===== src/rtl/piso_pkg.sv =====
// rtl/piso_pkg.sv - shared types and constants for the 10-bit PISO serializer
package piso_pkg;

  typedef enum logic [1:0] {
    IDLE   = 2'd0,
    SHIFT  = 2'd1,
    PARITY = 2'd2,
    DONE   = 2'd3
  } state_t;

  localparam logic SOUT_IDLE     = 1'b0;
  localparam int   DEFAULT_WIDTH = 10;

endpackage


===== src/rtl/piso_bit_counter.sv =====
// rtl/piso_bit_counter.sv - bit-position counter with clear, increment and terminal flag
module piso_bit_counter
  import piso_pkg::*;
#(
  parameter int WIDTH = DEFAULT_WIDTH,
  parameter int CNT_W = $clog2(WIDTH + 1)
) (
  input  logic             clk,
  input  logic             rst,
  input  logic             clr,
  input  logic             inc,
  output logic [CNT_W-1:0] cnt,
  output logic             tc
);

  assign tc = (cnt == CNT_W'(WIDTH - 1));

  // Saturates at the terminal count so the index never wraps past the last bit.
  always_ff @(posedge clk) begin
    if (rst || clr) begin
      cnt <= '0;
    end else if (inc && !tc) begin
      cnt <= cnt + CNT_W'(1);
    end
  end

endmodule


===== src/rtl/piso_serializer_10b.sv =====
// rtl/piso_serializer_10b.sv - parallel-in/serial-out transmitter, optional PISO_PARITY_EN trailer bit
module piso_serializer_10b
  import piso_pkg::*;
#(
  parameter int WIDTH = DEFAULT_WIDTH,
  parameter int CNT_W = $clog2(WIDTH + 1)
) (
  input  logic             clk,
  input  logic             rst,
  input  logic             enable,
  input  logic             load,
  input  logic             dir,
  input  logic [WIDTH-1:0] din,
  output logic             sout,
  output logic             ready,
  output logic             busy,
  output logic             done
);

  state_t           state;
  logic [WIDTH-1:0] din_sh;
  logic             dir_sh;
  logic [CNT_W-1:0] cnt;
  logic [CNT_W-1:0] nxt_cnt;
  logic [CNT_W-1:0] sel;
  logic             last_bit;
  logic             cnt_clr;
  logic             cnt_inc;
  logic             next_bit;

  assign cnt_clr = (state == IDLE) && load;
  assign cnt_inc = (state == SHIFT) && enable;

  piso_bit_counter #(
    .WIDTH(WIDTH),
    .CNT_W(CNT_W)
  ) u_cnt (
    .clk(clk),
    .rst(rst),
    .clr(cnt_clr),
    .inc(cnt_inc),
    .cnt(cnt),
    .tc (last_bit)
  );

  // Shadow word stays intact so the parity trailer can be taken over all bits.
  always_comb begin
    nxt_cnt  = cnt + CNT_W'(1);
    sel      = dir_sh ? (CNT_W'(WIDTH - 1) - nxt_cnt) : nxt_cnt;
    next_bit = 1'b0;
    for (int i = 0; i < WIDTH; i++) begin
      if (sel == CNT_W'(i)) next_bit = din_sh[i];
    end
  end

  always_ff @(posedge clk) begin
    if (rst) begin
      state  <= IDLE;
      sout   <= SOUT_IDLE;
      ready  <= 1'b1;
      busy   <= 1'b0;
      done   <= 1'b0;
      din_sh <= '0;
      dir_sh <= 1'b0;
    end else begin
      case (state)
        IDLE: begin
          if (load) begin
            din_sh <= din;
            dir_sh <= dir;
            sout   <= dir ? din[WIDTH-1] : din[0];
            ready  <= 1'b0;
            busy   <= 1'b1;
            state  <= SHIFT;
          end
        end
        SHIFT: begin
          if (enable) begin
            if (last_bit) begin
`ifdef PISO_PARITY_EN
              sout  <= ^din_sh;
              state <= PARITY;
`else
              sout  <= SOUT_IDLE;
              busy  <= 1'b0;
              done  <= 1'b1;
              state <= DONE;
`endif
            end else begin
              sout <= next_bit;
            end
          end
        end
`ifdef PISO_PARITY_EN
        PARITY: begin
          if (enable) begin
            sout  <= SOUT_IDLE;
            busy  <= 1'b0;
            done  <= 1'b1;
            state <= DONE;
          end
        end
`endif
        DONE: begin
          done  <= 1'b0;
          ready <= 1'b1;
          state <= IDLE;
        end
        default: begin
          sout  <= SOUT_IDLE;
          busy  <= 1'b0;
          done  <= 1'b0;
          ready <= 1'b1;
          state <= IDLE;
        end
      endcase
    end
  end

endmodule


===== config.mk =====
export PLATFORM = sky130hd
export DESIGN_NAME = piso_serializer_10b
export DESIGN_NICKNAME = d
export VERILOG_FILES = /design/src/rtl/piso_pkg.sv /design/src/rtl/piso_bit_counter.sv /design/src/rtl/piso_serializer_10b.sv
export SDC_FILE = /design/constraint.sdc
export NUM_CORES = 1
export LEC_CHECK = 0
export CORE_MARGIN = 2
export CORE_UTILIZATION = 60
export CTS_CLUSTER_DIAMETER = 40
export DETAILED_ROUTE_END_ITERATION = 10
export DONT_BUFFER_PORTS = 1
export PLACE_DENSITY = 0.81
export SLEW_MARGIN = 25
export SYNTH_ARGS = -nofsm -noshare
export SYNTH_HDL_FRONTEND = slang
export SYNTH_SLANG_ARGS = --single-unit

===== constraint.sdc =====
create_clock -name clk -period 5.67 [get_ports clk]
set_input_delay 1.4175 -clock clk [delete_from_list [all_inputs] [get_ports clk]]
set_output_delay 1.4175 -clock clk [all_outputs]
set_load 0.005 [all_outputs]

==> summary.md, run 1 <==
| Metric | Value |
|---|---|
| Postcts setup bufs | `0` |
| Post-synth top cells | `dfxtp_1 (21), nor2_1 (14), a22o_1 (9), inv_1 (6), nand2_1 (6)` |
| Synth Cell Area | `0.00101 sq mm` |
| Peak Freq | `between 400 and 500 MHz` |
| Setup violators final | `0` |
| Initial antenna violation count | `0` |
| Met3 GRT Util | `5.60%` |
| Number of CTS-inserted buffers | `3` |
| Outcome | `completed` |
| Root Driver | `clkbuf_4` |
| Cells after synthesis | `105` |
| YS warnings | `0` |
| Num rows | `14` |
| Setup TNS | `0 ns` |
| Final ANT Viol Nets | `0` |
| Total power | `0.276 mW` |
| DRT Pass-1 Iters | `4` |
| Synth area leaders | `dfxtp_1 (42%), a22o_1 (7.8%), nor2_1 (5.2%)` |
| Peak supply drop | `0.000141 V` |
| Number of global-route vias before repair | `733` |
| R2R Setup Slk | `3.44 ns` |
| Register area | `420 sq um` |
| Clock Skews | `0.00734 ns` |
| Area delta synth->final | `3.48%` |
| Hold depth | `1` |
| Crit-path max cell delay | `0.62 ns` |
| Post-route cell area | `0.00104 sq mm` |
| Inserted Diodes | `0` |
| Synthesized area per cell | `9.59 sq um` |
| Core footprint | `0.00154 sq mm` |
| Filler Cells Inserted | `between 100 and 150` |
| Worst path slowest cell | `nor2_1` |
| GRT Resource Usage Total | `22.2%` |
| Sequential area share after synthesis | `a little over two fifths` |
| Post-layout nets | `125` |
| Cell Area, Placed | `between 0.001 and 0.0015 sq mm` |
| Clock sink total | `21` |
| WHS | `0.497 ns` |
| Chip height | `45.0 um` |
| Async SR Flop Fraction | `0%` |
| Total gr overflow | `0` |
| IO Port Bufs | `0` |
| Worst-Margin Slew | `0.782 ns` |
| Worst r2r src | `u_cnt.cnt[0]` |
| Most Crowded Layer GR | `met2` |
| Crit path cell chain | `or2_1, nor2_1, a22o_1` |
| DRT Wirelength | `1800 um` |
| I/O pins | `19` |
| Pwr Density | `about 260 mW/mm^2` |
| Crit path kind | `in -> reg` |
| Post-synth top area share | `41.7%` |
| Via Count | `734` |
| Reg2Reg Depth | `9` |
| Layout cell share with drive strength beyond 1 | `11.3%` |
| GPL Wtd Cong | `around 0.79` |
| Relative slew slack | `47.7%` |
| DRT iter0 DRCs | `8` |
| Minimum clock period | `2.34 ns` |
| Post-DP HPWL | `~1400 um` |
| DP Cell Count | `118` |
| Vias per cell | `6.02` |
| Worst setup margin | `3.33 ns` |
| First-pass GRT wire length | `~3200 um` |
| Worst Hold End | `din_sh[9]` |
| DRC Markers | `0` |
| RSZ-0062 raised after global routing | `false` |
| Multi-input gate area | `548 sq um` |
| Most common cell in the synthesized netlist | `dfxtp_1` |
| Hold buffer count at CTS | `0` |
| Max-slew violations | `0` |
| FF-to-FF End | `sout` |
| Nature of the critical path endpoint | `flop` |
| Pin count of the biggest net entering global routing | `14` |
| Detailed-route wire length per cell | `14.7 um` |
| Hold Path Class | `reg -> reg` |
| Number of distinct library cells after synthesis | `37` |
| Worst setup SP type | `input pin` |
| Leading area contributor after synthesis | `dfxtp_1` |
| Worst-path clk slew | `between 0.1 and 0.15 ns` |
| Deepest clock path buffer count | `2` |
| GR Layer Usage met1 | `28.1%` |
| Synth Flop Type | `dfxtp_1` |
| Met2 usage | `about a third` |
| Die W | `45.0 um` |
| Clk_lat worst skew | `around 0.30 ns` |
| Crit path launch | `rst` |
| Synth Register Bits | `21` |
| Critical Path RT | `5.91 ns` |
| Fin crit share | `41.2%` |
| Mapped Nets | `between 100 and 150` |
| Leak | `0.440 nW` |
| Post-layout util | `just under 70%` |
| CTS tree | `done` |
| Max Cap Violations | `0` |
| Die ar. | `0.00202 sq mm` |
| Fin. Hold Viols | `0` |
| Crit path DAT | `2.57 ns` |
| CTS resizes | `0` |
| Initial core utilization | `65.3%` |
| H-tree levels | `1` |
| Non-Filler Instances | `about 120` |
| EDFF count, synth | `0` |
| Hold Crit Start | `din_sh[9]` |
| Crit-path max FO | `13` |
| Dpl ws | `3.03 ns` |
==> cell type report <==
class | instances | area share (%)
Tap cell | 16 | 1.92
Clock inverter | 1 | 0.480
Clock buffer | 3 | 2.16
Multi-Input combinational cell | 74 | 52.6
Sequential cell | 21 | 40.3
Inverter | 7 | 2.52
==> worst max-delay path, delay by kind of cell <==
family,cells,cell delay [ns]
AND/OR/NAND/NOR,2,0.89
AO/OA/AOI/OAI,1,0.26
==> worst max-delay path by stage <==
stage / endpoint / slack, ns / cells after the start
3_3_place_gp: dir_sh / 3.09 / 3
3_5_place_dp: din_sh[1] / 3.03 / 3
4_1_cts: din_sh[1] / 3.34 / 3
2_1_floorplan: dir_sh / 3.35 / 5
6_report: din_sh[1] / 3.33 / 3
5_1_grt: din_sh[1] / 3.21 / 3
==> placed cells by master, fill, tap and decap left out, types with 2 or more instances in the layout <==
cell type	Yosys	layout
nand2b_1	2	2
nand2_1	6	6
mux2i_1	5	5
dfxtp_1	21	21
nor2_1	14	14
clkbuf_4	0	3
inv_1	6	6
nand3_1	2	2
o21ai_1	3	3
xnor2_1	3	3
nor2b_1	2	2
a22o_1	9	9
ha_1	3	3
a21oi_1	3	3
xor2_1	3	3
==> logic make-up after synthesis <==
group	count (synthesis)	synth area share (%)
compound gates	25	21.0
buf+inv	10	3.85
mux	7	7.58
simple gates	32	15.3
fa+ha+maj	3	3.73
xor+xnor	7	6.83
flops	21	41.7
==> power by group <==
part / leakage (nW) / switching, mW / internal, mW
logic: 0.250 / 0.0218 / 0.0201
clock network: 0.0177 / 0.0439 / 0.0263
registers: 0.172 / 0.00731 / 0.157
==> routing by layer <==
layer	routed length [um]	up-vias	part of all wire, %
li1	-	374	-
met1	814	332	45
met2	812	22	45
met3	104	6	5.8
met4	68	0	3.8
met5	0	-	0
==> sequential cells by signal (all words and copies together), names as in the netlist <==
| signal | cells |
|---|---|
| ready | 1 |
| done | 1 |
| u_cnt.cnt | 4 |
| din_sh | 10 |
| dir_sh | 1 |
| sout | 1 |
| state | 2 |
| busy | 1 |
(Power assumes the default switching activity.)
==> run 2, diff against run 1 <==
Clock period 5.67 ns to 2.25 ns, I/O delays scaled along.
==> run 2 against run 1 <==
Compared with the run above:
- sequential share of layout area fell by 1.4 points
- critical endpoint is now sout
- total power rose to 2.6 times the previous value
- count of clock-buffer cells in the layout unchanged
- flip-flop and latch count stayed put
==> summary.md, run 2 (synthesized netlist as in run 1, its figures left out) <==
| Metric | Value |
|---|---|
| Max reg flops | `10 (unchanged)` |
| Area delta synth->final | `7.08%` |
| Initial antenna violation count | `0 (unchanged)` |
| Crit path cell chain | `ha_2, xor2_2, inv_1, ha_1, nand2b_1, o21ai_2, mux2i_1, o221a_1, o21ai_1` |
| Setup violators final | `0 (unchanged)` |
| Num rows | `14 (unchanged)` |
| Fin crit share | `92.7%` |
| Leak | `0.452 nW (+2.8%)` |
| DRT Wirelength | `1900 um (+5.8%)` |
| IO Port Bufs | `0 (unchanged)` |
| Hold Path Class | `in -> reg` |
| Worst setup margin | `0.165 ns (-3.17 ns)` |
| Peak supply drop | `0.000462 V (+230%)` |
| Post-layout util | `70.0% (+2.4 points)` |
| Worst-Margin Slew | `0.655 ns (-0.127 ns)` |
| Commonest cells after routing, fill and taps aside | `dfxtp_1 (21), nor2_1 (14), a22o_1 (9), inv_1 (6), nand2_1 (6)` |
| Clock network fraction of total power | `25.9% (+0.5 points)` |
| Filler Cells Inserted | `122 (-5.4%)` |
| Dpl ws | `0.124 ns (-2.90 ns)` |
| Total gr overflow | `0 (unchanged)` |
| Deepest clock path buffer count | `2 (unchanged)` |
| DP Cell Count | `121 (+2.5%)` |
| Clock Skews | `0.000718 ns (-0.00662 ns)` |
| Hold buffer count at CTS | `0 (unchanged)` |
| Inserted Diodes | `0 (unchanged)` |
| Worst r2r src | `u_cnt.cnt[1]` |
| Pwr Density | `658 mW/mm^2 (+150%)` |
| Reg2Reg Depth | `9 (unchanged)` |
| Die W | `45.0 um (unchanged)` |
| CTS tree | `done` |
| Layout cell share with drive strength beyond 1 | `16.5% (+5.2 points)` |
| Bufs and invs on worst path | `1 (+1)` |
| Fin. Hold Viols | `0 (unchanged)` |
| Peak Freq | `~480 MHz` |
| Clk_lat worst skew | `0.30 ns (about the same)` |
| Most common cell after layout, fill and taps aside | `dfxtp_1` |
| Vias per cell | `6.11 (+1.6%)` |
| Largest delay share family, worst path | `adder cells` |
| Max Cap Violations | `0 (unchanged)` |
| R2R Setup Slk | `0.16 ns (-3.28 ns)` |
| Detailed-route wire length per cell | `15.2 um (+3.2%)` |
| Worst Hold End | `u_cnt.cnt[1]` |
| Core footprint | `0.00154 sq mm (unchanged)` |
| Post-layout nets | `128 (+2.4%)` |
| I/O pins | `19 (unchanged)` |
| Hold depth | `1 (unchanged)` |
| Most flop-heavy register | `din_sh` |
| Worst path slowest cell | `dfxtp_1` |
| DRT Pass-1 Iters | `4 (unchanged)` |
| Max-slew violations | `0 (unchanged)` |
| Crit path DAT | `2.29 ns (-0.28 ns)` |
| Initial core utilization | `65.3% (unchanged)` |
| Pin count of the biggest net entering global routing | `13 (-1)` |
| H-tree levels | `1 (unchanged)` |
| Net switching power figure | `0.193 mW (+160%)` |
| Nature of the critical path endpoint | `flop` |
| Minimum clock period | `2.09 ns` |
| Number of CTS-inserted buffers | `3 (unchanged)` |
| Regs by FF count | `din_sh: 10 flops, u_cnt.cnt: 4 flops, state: 2 flops` |
| Worst-path clk slew | `0.12 ns (about the same)` |
| Die ar. | `0.00202 sq mm (unchanged)` |
| Crit path kind | `reg -> reg` |
| Crit-path max cell delay | `0.40 ns (-0.22 ns)` |
| Outcome | `completed` |
| Via Count | `764 (+4.1%)` |
| Hold Crit Start | `enable` |
| Logic pwr share | `16.1% (+0.9 points)` |
| DRT iter0 DRCs | `14 (+6)` |
| Post-DP HPWL | `1410 um (+0.68%)` |
| Clock sink total | `21 (unchanged)` |
| GRT Resource Usage Total | `22.6% (+0.36 points)` |
| Worst setup SP type | `flop` |
| Root Driver | `clkbuf_4` |
| Number of global-route vias before repair | `773 (+5.5%)` |
| Non-Filler Instances | `125 (+2.5%)` |
| GPL Wtd Cong | `0.787 (-0.56%)` |
| RSZ-0062 raised after global routing | `false` |
| Int Pwr | `0.517 mW (+150%)` |
| Flop pwr share | `58.0% (-1.4 points)` |
| First-pass GRT wire length | `3280 um (+1.9%)` |
| Crit-path max FO | `4 (-9)` |
| DRC Markers | `0 (unchanged)` |
| Chip height | `45.0 um (unchanged)` |
| Critical Path RT | `2.45 ns (-3.46 ns)` |
| Sw frac | `27.2% (+0.76 points)` |
| Setup TNS | `0 ns (unchanged)` |
| FF-to-FF End | `sout` |
| Final ANT Viol Nets | `0 (unchanged)` |
| Relative slew slack | `56.2% (+8.5 points)` |
run 2: cell types whose count changed in the layout (fill, tap and decap cells not counted), sizes merged:
cell / before / now
buf: 0 / 3
run 2: timing repair:
| item | in CTS | in global routing |
|---|---|---|
| gates resized for setup | 0 | 3 |
| endpoints found under the setup margin | 0 | 1 |
| setup buffers | 0 | 0 |
run 2: how the worst max path moves through the flow:
stage                      start  depth (start not counted)  slack [ns]   end
global route        u_cnt.cnt[1]                          9       0.004  sout
floorplan           u_cnt.cnt[0]                          9        0.22  sout
detailed placement  u_cnt.cnt[1]                          9        0.12  sout
finish              u_cnt.cnt[1]                          9        0.16  sout
global placement    u_cnt.cnt[1]                          9        0.26  sout
CTS                 u_cnt.cnt[1]                          9        0.10  sout
run 2: power groups by stage:
stage / sequential [mW] / clock [mW] / combinational, mW
2_1_floorplan: 0.417 / 0 / 0.0905
3_3_place_gp: 0.419 / 0 / 0.107
3_5_place_dp: 0.420 / 0 / 0.112
4_1_cts: 0.412 / 0.185 / 0.113
5_1_grt: 0.415 / 0.205 / 0.128
6_report: 0.412 / 0.184 / 0.115
run 2: metrics by stage:
stage / power [mW] / cell area [sq um] / hold WS (ns)
4_1_cts: 0.710 / 1060 / 0.356
2_1_floorplan: 0.507 / 1010 / 0.449
3_3_place_gp: 0.526 / 1040 / 0.464
5_1_grt: 0.748 / 1080 / 0.352
6_report: 0.710 / 1080 / 0.359
3_5_place_dp: 0.532 / 1040 / 0.466
run 2: layer usage:
layer	up-vias	GRT usage, %	wire (um)
met4	0	10.6	36
met2	19	36.3	912
li1	376	-	-
met1	365	28.4	869
met5	-	0	0
met3	4	5.20	84
run 2: area by class of cell:
class / instances / area [sq um] / area share (%)
Clock buffer: 3 / 22.5 / 2.09
Clock inverter: 1 / 5.00 / 0.464
Inverter: 7 / 26.3 / 2.44
Multi-Input combinational cell: 74 / 562 / 52.1
Sequential cell: 21 / 420 / 39.0
Tap cell: 16 / 20.0 / 1.86
Timing Repair Buffer: 3 / 22.5 / 2.09
==> run 3, diff against run 2 <==
Settings changed: CTS_CLUSTER_DIAMETER 40 to 30.
==> results of run 3 <==
The final DEF is identical to that of run 2; final timing and power are the same.
